File: src/rtl/friscv_icache_rd_arbiter.sv
// friscv_icache_rd_arbiter: round-robin share of one AXI4 read port between icache fetcher and prefetcher
module friscv_icache_rd_arbiter #(
  parameter int AXI_ADDR_W  = 32,
  parameter int AXI_ID_W    = 8,
  parameter int AXI_DATA_W  = 128,
  parameter int OSTDREQ_NUM = 4
)(
  input  logic                  aclk,
  input  logic                  aresetn,
  input  logic                  srst,
  input  logic                  s0_arvalid,
  output logic                  s0_arready,
  input  logic [AXI_ADDR_W-1:0] s0_araddr,
  input  logic [2:0]            s0_arprot,
  input  logic [AXI_ID_W-1:0]   s0_arid,
  output logic                  s0_rvalid,
  input  logic                  s0_rready,
  output logic [AXI_ID_W-1:0]   s0_rid,
  output logic [1:0]            s0_rresp,
  output logic [AXI_DATA_W-1:0] s0_rdata,
  output logic                  s0_rlast,
  input  logic                  s1_arvalid,
  output logic                  s1_arready,
  input  logic [AXI_ADDR_W-1:0] s1_araddr,
  input  logic [2:0]            s1_arprot,
  input  logic [AXI_ID_W-1:0]   s1_arid,
  output logic                  s1_rvalid,
  input  logic                  s1_rready,
  output logic [AXI_ID_W-1:0]   s1_rid,
  output logic [1:0]            s1_rresp,
  output logic [AXI_DATA_W-1:0] s1_rdata,
  output logic                  s1_rlast,
  output logic                  m_arvalid,
  input  logic                  m_arready,
  output logic [AXI_ADDR_W-1:0] m_araddr,
  output logic [2:0]            m_arprot,
  output logic [AXI_ID_W-1:0]   m_arid,
  input  logic                  m_rvalid,
  output logic                  m_rready,
  input  logic [AXI_ID_W-1:0]   m_rid,
  input  logic [1:0]            m_rresp,
  input  logic [AXI_DATA_W-1:0] m_rdata,
  input  logic                  m_rlast,
  output logic                  busy
);
  localparam int PW = $clog2(OSTDREQ_NUM);
  typedef enum logic {IDLE, REQ} state_t;
  state_t state_q, state_d;
  logic rr_q, rr_d;
  logic [PW:0] wptr_q, wptr_d, rptr_q, rptr_d;
  logic [OSTDREQ_NUM-1:0] route_q, route_d;
  logic m_arvalid_q, m_arvalid_d;
  logic [AXI_ADDR_W-1:0] m_araddr_q, m_araddr_d;
  logic [2:0] m_arprot_q, m_arprot_d;
  logic [AXI_ID_W-1:0] m_arid_q, m_arid_d;
  logic empty, full, grant, win, head, pop;
  assign empty = wptr_q == rptr_q;
  assign full  = (wptr_q - rptr_q) == (PW+1)'(OSTDREQ_NUM);
  assign grant = state_q == IDLE && !full && !srst && (s0_arvalid || s1_arvalid);
  assign win   = (s0_arvalid && s1_arvalid) ? rr_q : s1_arvalid;
  assign s0_arready = grant & ~win;
  assign s1_arready = grant & win;
  assign head = route_q[rptr_q[PW-1:0]];
  assign s0_rvalid = m_rvalid & ~empty & ~head;
  assign s1_rvalid = m_rvalid & ~empty & head;
  assign m_rready  = ~empty & (head ? s1_rready : s0_rready);
  assign pop = m_rvalid & m_rready & m_rlast;
  assign s0_rid   = m_rid;
  assign s1_rid   = m_rid;
  assign s0_rresp = m_rresp;
  assign s1_rresp = m_rresp;
  assign s0_rdata = m_rdata;
  assign s1_rdata = m_rdata;
  assign s0_rlast = m_rlast;
  assign s1_rlast = m_rlast;
  assign m_arvalid = m_arvalid_q;
  assign m_araddr  = m_araddr_q;
  assign m_arprot  = m_arprot_q;
  assign m_arid    = m_arid_q;
  assign busy = state_q != IDLE || !empty;
  // Next state: arbitrate in IDLE, hold the AR stage in REQ, track route FIFO; srst forces reset values
  always_comb begin
    state_d = state_q == IDLE ? (grant ? REQ : IDLE) : (m_arready ? IDLE : REQ);
    rr_d = grant ? ~win : rr_q;
    wptr_d = wptr_q + (PW+1)'(grant);
    rptr_d = rptr_q + (PW+1)'(pop);
    route_d = route_q;
    if (grant) route_d[wptr_q[PW-1:0]] = win;
    m_araddr_d = grant ? (win ? s1_araddr : s0_araddr) : m_araddr_q;
    m_arprot_d = grant ? (win ? s1_arprot : s0_arprot) : m_arprot_q;
    m_arid_d = grant ? (win ? s1_arid : s0_arid) : m_arid_q;
    if (srst) begin
      state_d = IDLE;
      rr_d = 1'b0;
      wptr_d = '0;
      rptr_d = '0;
      route_d = '0;
      m_araddr_d = '0;
      m_arprot_d = '0;
      m_arid_d = '0;
    end
    m_arvalid_d = state_d == REQ;
  end
  // State and registered AR outputs
  always_ff @(posedge aclk or negedge aresetn) begin
    if (!aresetn) begin
      state_q <= IDLE;
      rr_q <= 1'b0;
      wptr_q <= '0;
      rptr_q <= '0;
      route_q <= '0;
      m_arvalid_q <= 1'b0;
      m_araddr_q <= '0;
      m_arprot_q <= '0;
      m_arid_q <= '0;
    end else begin
      state_q <= state_d;
      rr_q <= rr_d;
      wptr_q <= wptr_d;
      rptr_q <= rptr_d;
      route_q <= route_d;
      m_arvalid_q <= m_arvalid_d;
      m_araddr_q <= m_araddr_d;
      m_arprot_q <= m_arprot_d;
      m_arid_q <= m_arid_d;
    end
  end
endmodule
File: config.mk
export PLATFORM = sky130hd
export DESIGN_NAME = friscv_icache_rd_arbiter
export DESIGN_NICKNAME = d
export VERILOG_FILES = /design/src/rtl/friscv_icache_rd_arbiter.sv
export SDC_FILE = /design/constraint.sdc
export NUM_CORES = 1
export LEC_CHECK = 0
export ABC_CLOCK_PERIOD_IN_PS = 2840
export CORE_AREA = 2 2 222 224
export DETAILED_ROUTE_END_ITERATION = 8
export DIE_AREA = 0 0 224 226
export PLACE_DENSITY = 0.44
export SLEW_MARGIN = 20
export SYNTH_ARGS = -nofsm -noshare
export SYNTH_HDL_FRONTEND = slang
export SYNTH_SLANG_ARGS = --single-unit
File: constraint.sdc
create_clock -name aclk -period 2.84 [get_ports aclk]
set_input_delay 0.568 -clock aclk [delete_from_list [all_inputs] [get_ports aclk]]
set_output_delay 0.568 -clock aclk [all_outputs]
set_load 0.02 [all_outputs]
-- After elaboration in Yosys (flattened, before gate mapping)
Index checks and enable logic that the tools add are counted.
- word-level logic and storage cells: 65
- bits in latches: 0
- register bits: 55
- memories kept: 0
- bits in read-only memories: 0
- output and inout bits: 328
- bits of input ports: 234
- bits in writable memories: 0
- bitwise logic cells: 12
- div/mod/pow operators: 0
- muxes and demuxes: 26
- order comparisons: 3
- shifts and indexed selects: 0
- $add $sub $neg: 3
- eq/ne operators: 2
- reductions and logical operators: 11
- $mul: 0
- operators by type and width (operator ; count):
    32-bit 2-to-1 mux ; 3
    8-bit 2-to-1 mux ; 3
    3-bit 2-to-1 mux ; 5
    1-bit 2-to-1 mux ; 10
    1-bit AND ; 8
    4-bit 2-to-1 mux ; 2
    3-bit by 1-bit adder with 3-bit output ; 2
    2-bit by 3-bit less-than comparator with 1-bit output, second input constant ; 2
    1-bit logical AND ; 5
    4-bit bitwise mux ; 1
    1-bit NOT ; 4
    3-bit == test ; 1
    3-bit == test, second input constant ; 1
    1-bit zero test ; 3
    3-bit subtractor ; 1
    1-bit binary-select mux with 2-bit select ; 1
    1-bit demux with 2-bit select ; 1
    2-bit by 1-bit >= comparator with 1-bit output, second input constant ; 1
    1-bit logical OR ; 2
    2-bit nonzero test ; 1

-- Depth between registers and ports, before layout
- word-level depth: 9
- mapped depth: 11
- gate-level depth less buffers: 10

-- Worst setup path after synthesis
No wires, ideal clock.
- path type: input-to-output
- start: input s0_arvalid
- end: output s0_arready
- required time: 2.272 ns
- path buffers: 1
- stages on the path: 4
- arrival time: 1.605 ns
- slack: 0.667 ns
- cell sequence: inv_1 > o21ai_1 > clkbuf_1 > nor2b_1
- longest elaborated chain between the ends: 4
- elaborated cells on any way between the ends: 6
- those cells by class: 1 x mux; 2 x bitwise; 3 x reduce/logical
- RTL lines (item ; RTL line ; RTL):
    from (decl) ; 11 ; input logic s0_arvalid,
    1-bit logical AND ; 60 ; assign win = (s0_arvalid && s1_arvalid) ? rr_q : s1_arvalid;
    1-bit 2-to-1 mux ; 60 ;
    1-bit NOT ; 61 ; assign s0_arready = grant & ~win;
    1-bit AND * ; 61 ;
    to (decl) ; 12 ; output logic s0_arready,
Mark *: on every way between the ends. The rest lies on a longest branch, timed or not.

-- Worst setup path after layout
- start: register wptr_q[0]
- end: output s0_arready
- longest elaborated chain between the ends: 7
- RTL lines (item ; RTL line ; RTL):
    from (decl) ; 50 ; logic [PW:0] wptr_q, wptr_d, rptr_q, rptr_d;
    from (signal assigned) ; 119 ; wptr_q <= wptr_d;
    3-bit subtractor ; 58 ; assign full = (wptr_q - rptr_q) == (PW+1)'(OSTDREQ_NUM);
    3-bit == test ; 58 ;
    1-bit zero test ; 59 ; assign grant = state_q == IDLE && !full && !srst && (s0_arvalid || s1_arvalid);
    1-bit logical AND (3 in series) ; 59 ;
    1-bit AND ; 61 ;
No other way between the ends.

==> impl_metrics.csv <==
group,metric,value,unit
run_status,outcome,"complete, no violations",
worst_setup_path,cp.required,2.27,ns
clocking,htreeDepth,2,
routing,ant_nets,0,
logic_synthesis,async_reset_ff_share,100,%
logic_synthesis,syn-num-nets,776,
clocking,cts_root_buf,"clkbuf_16",
finish,drive_gt1_share,9.40,%
worst_setup_path,crit_family,"buffers and inverters",
sta,whs,0.286,ns
routing,drt-initial-drc-count,82,
sta,finalHoldViolCount,0,
routing,route.detailed.drc,0,
place,hpwl,21.9,mm
sta,finalSetupViolCount,0,
pwr,power_density,465,nW/µm²
worst_setup_path,ff2ff_setup_slack,0.36,ns
die,io_pins,562,
die,start_util,10.5,%
worst_setup_path,cp_cell_sequence,"inv_1 > ha_1 > nor2b_1 > xnor2_2 > o21ai_4 > buf_4 > nor2b_2 > buf_4",
worst_setup_path,critPathMostFrequentCell,"buf_4",
global_routing,grt_antenna_before_repair,1,
global_routing,grt_usage,9.38,%
worst_setup_path,path_buf_inv,3,
run,cap_violations,0,
place,port-buffer-count,147,
finish,fin_area,5510,µm²
logic_synthesis,syn_avg_cell_area,9.43,µm²
sta,rsz0062_at_grt,"yes",
worst_setup_path,slowest_delay,0.41,ns
clocking,postCtsHoldBufs,0,
logic_synthesis,synthTopCellsByArea,"buf_4 42%, dfrtp_1 27%, mux2i_1 17%",
logic_synthesis,ys_warn_count,0,
global_routing,grt_pass1_vias,3333,
logic_synthesis,synth_seq_cells,55,
finish,instances_no_fill,1037,
clocking,clkLatencyLatePin,0.31,ns
clocking,clock_path_buffers,2,
finish,final_nets,654,
pwr,irDropWorstVdd,0.000331,V
clocking,cts_tree,"done",
global_routing,grt_pass1_wl,31.6,mm
logic_synthesis,synth_edf_count,0,
clocking,path_clk_slew,0.08,ns
sta,fmax,373,MHz
place,dpl_cell_area,5280,µm²
routing,vias,3010,
sta,finClkSkew,0.00789,ns
routing,routed_wl,25.1,mm
logic_synthesis,synthCells,536,
clocking,clock_sinks,55,
routing,wire_per_inst,24.2,µm
sta,fin_crit_sh,94.4,%
logic_synthesis,synth-compound-area-share,1.91,%
global_routing,grt_overflow,0,
logic_synthesis,synth_mux_area_share,17.9,%
die,die_x,224,µm
logic_synthesis,seq_area_frac_synth,27.2,%
worst_setup_path,critPathCaptureType,"output pin",
place,routabilityCongestion,0.687,
logic_synthesis,synthXorXnorAreaFrac,0.991,%
logic_synthesis,yosys.area.top_type,"buf_4",
die,dieArea,50600,µm²
die,rows,81,
finish,antenna_cells,0,
sta,finalCriticalPeriod,2.68,ns
finish,multiInputGateArea,1510,µm²
worst_setup_path,cp_max_fo,5,
worst_setup_path,startpoint_type,"flop",
sta,slew_headroom,55.5,%
die,die_height,226,µm
logic_synthesis,yosys.area_share.simple,7.08,%
finish,syn2layout_area_growth,8.96,%
logic_synthesis,ys_types,28,
finish,fillers,5485,
worst_setup_path,cp.arrival,2.11,ns
clocking,cts_buffers,5,
sta,tns,0,ns
pwr,totalPowerFinal,2560,µW
worst_setup_path,setup.worst_path.class,"flop to output pin",
sta,slew_viol_final,0,
pwr,p_leak,0.00240,µW
global_routing,grt_max_degree,51,
logic_synthesis,synth_top_cell_area_share,41.9,%
worst_setup_path,cp_slowest_cell,"dfrtp_1",
die,core_area,48300,µm²
place,dp_cells,1026,
sta,tightest_slew,0.667,ns
logic_synthesis,synth_top_flop_cell,"dfrtp_1",
routing,dr.pass1.iters,4,
logic_synthesis,synth_top_family_by_area,"buffers and inverters",
hold_path,holdCritPathClass,"input port to asynchronous set/reset pin",
worst_setup_path,r2r-end,"wptr_q[1]",
worst_setup_path,r2r_start,"wptr_q[0]",
logic_synthesis,synth_fa_ha_area_share,1.49,%
logic_synthesis,syn_area,5050,µm²
worst_setup_path,rr_worst_depth,11,
finish,seqCellArea,1380,µm²
routing,via_per_inst,2.90,
[per-stage QoR]
| stage | worst slack, ns | util [%] |
|---|---|---|
| floorplan | 0.667 | - |
| global placement | 0.0513 | 10.9 |
| detailed placement | 0.0468 | 10.9 |
| CTS | 0.0325 | 11.4 |
| global route | 0.00121 | 11.4 |
| finish | 0.160 | 11.4 |
[cells in the mapped netlist, drive strengths merged (2+ instances only)]
master,number
or2,2
nand2,38
o21ai,2
xnor2,3
o311ai,8
mux2i,87
clkbuf,8
buf,286
nor2,5
nor2b,8
inv,5
or4b,4
dfrtp,55
ha,6
nand2b,11
[per-layer routing]
layer,global-route usage (%),vias up,share of wire [%]
met3,10.3,51,25
met5,0,-,0.052
met4,3.87,2,3.5
met1,6.52,1253,24
li1,-,1208,-
met2,15.8,496,47
[placed cells by master (no fill, tap or decap)]
cell and instances:
inv_1 5, dlygate4sd2_1 4, mux4_2 1, inv_8 1, mux2i_2 1, a21oi_1 1
buf_2 1, bufinv_16 2, nand2b_1 11, mux2i_1 86, mux2_1 1, clkdlybuf4s50_1 140
or3_1 1, nor3b_2 1, ha_1 6, nor2b_1 7, o21ai_4 2, clkbuf_16 5
xnor2_2 1, or4b_1 4, dfrtp_1 55, buf_12 3, buf_4 17, or2_2 2
and3_1 1, nor2b_2 1, nand2_1 38, xnor2_1 2, o311ai_1 2, xor2_2 1
nor3_1 1, o311ai_0 6, nor2_1 5
[state kept, by name (all words and copies together), names as in the netlist]
name       cells
m_araddr      32
m_arid         8
route_q        4
m_arprot       3
rptr_q         3
wptr_q         3
m_arvalid      1
rr_q           1
[where the power goes]
part	internal, µW	switching [µW]	leakage (µW)
logic	408	383	0.00158
registers	866	54.8	0.000722
clock network	513	333	0.0000959
[timing repair]
action                     4_1_cts  5_1_grt
setup endpoints to repair        6        3
gates resized for setup          6        3
pin swaps                        1        0
gates cloned                     0        0
buffers inserted                 3        0
[worst reg2reg max path, stage by stage, from the launching register on]
cell and delay, ns:
dfrtp_1 0.42, inv_1 0.09, ha_1 0.14, nor2b_1 0.21, xnor2_2 0.18, o21ai_4 0.18
buf_4 0.15, buf_12 0.31, inv_1 0.11, ha_1 0.19, ha_1 0.26, nor2b_1 0.13
[how the worst max path moves through the flow]
| stage | startpoint | end | cells past startpoint |
|---|---|---|---|
| 2_1_floorplan | s0_arvalid | s0_arready | 4 |
| 3_3_place_gp | srst | s1_arready | 6 |
| 3_5_place_dp | srst | s1_arready | 6 |
| 4_1_cts | rptr_q[0] | m_rready | 6 |
| 5_1_grt | wptr_q[0] | s0_rvalid | 8 |
| 6_report | wptr_q[0] | s0_arready | 8 |
[cell families (layout without fill, tap and decap cells)]
family | count (synthesis) | count (layout)
xor gates and xnor gates | 4 | 4
DFF | 55 | 55
adders and majority gates | 6 | 6
buffers and inverters | 299 | 178
AOI/OAI and AO/OA | 11 | 11
muxes | 89 | 89
and+or+nand+nor | 72 | 72
[cell type report]
cell class	instances	share of cell area [%]
multi-input combinational	182	27.4
inverter	5	0.341
clock inverter	3	1.30
clock buffer	5	2.27
tap	622	14.1
timing repair buffer	165	29.6
sequential	55	25.0
(Power assumes the default switching activity.)
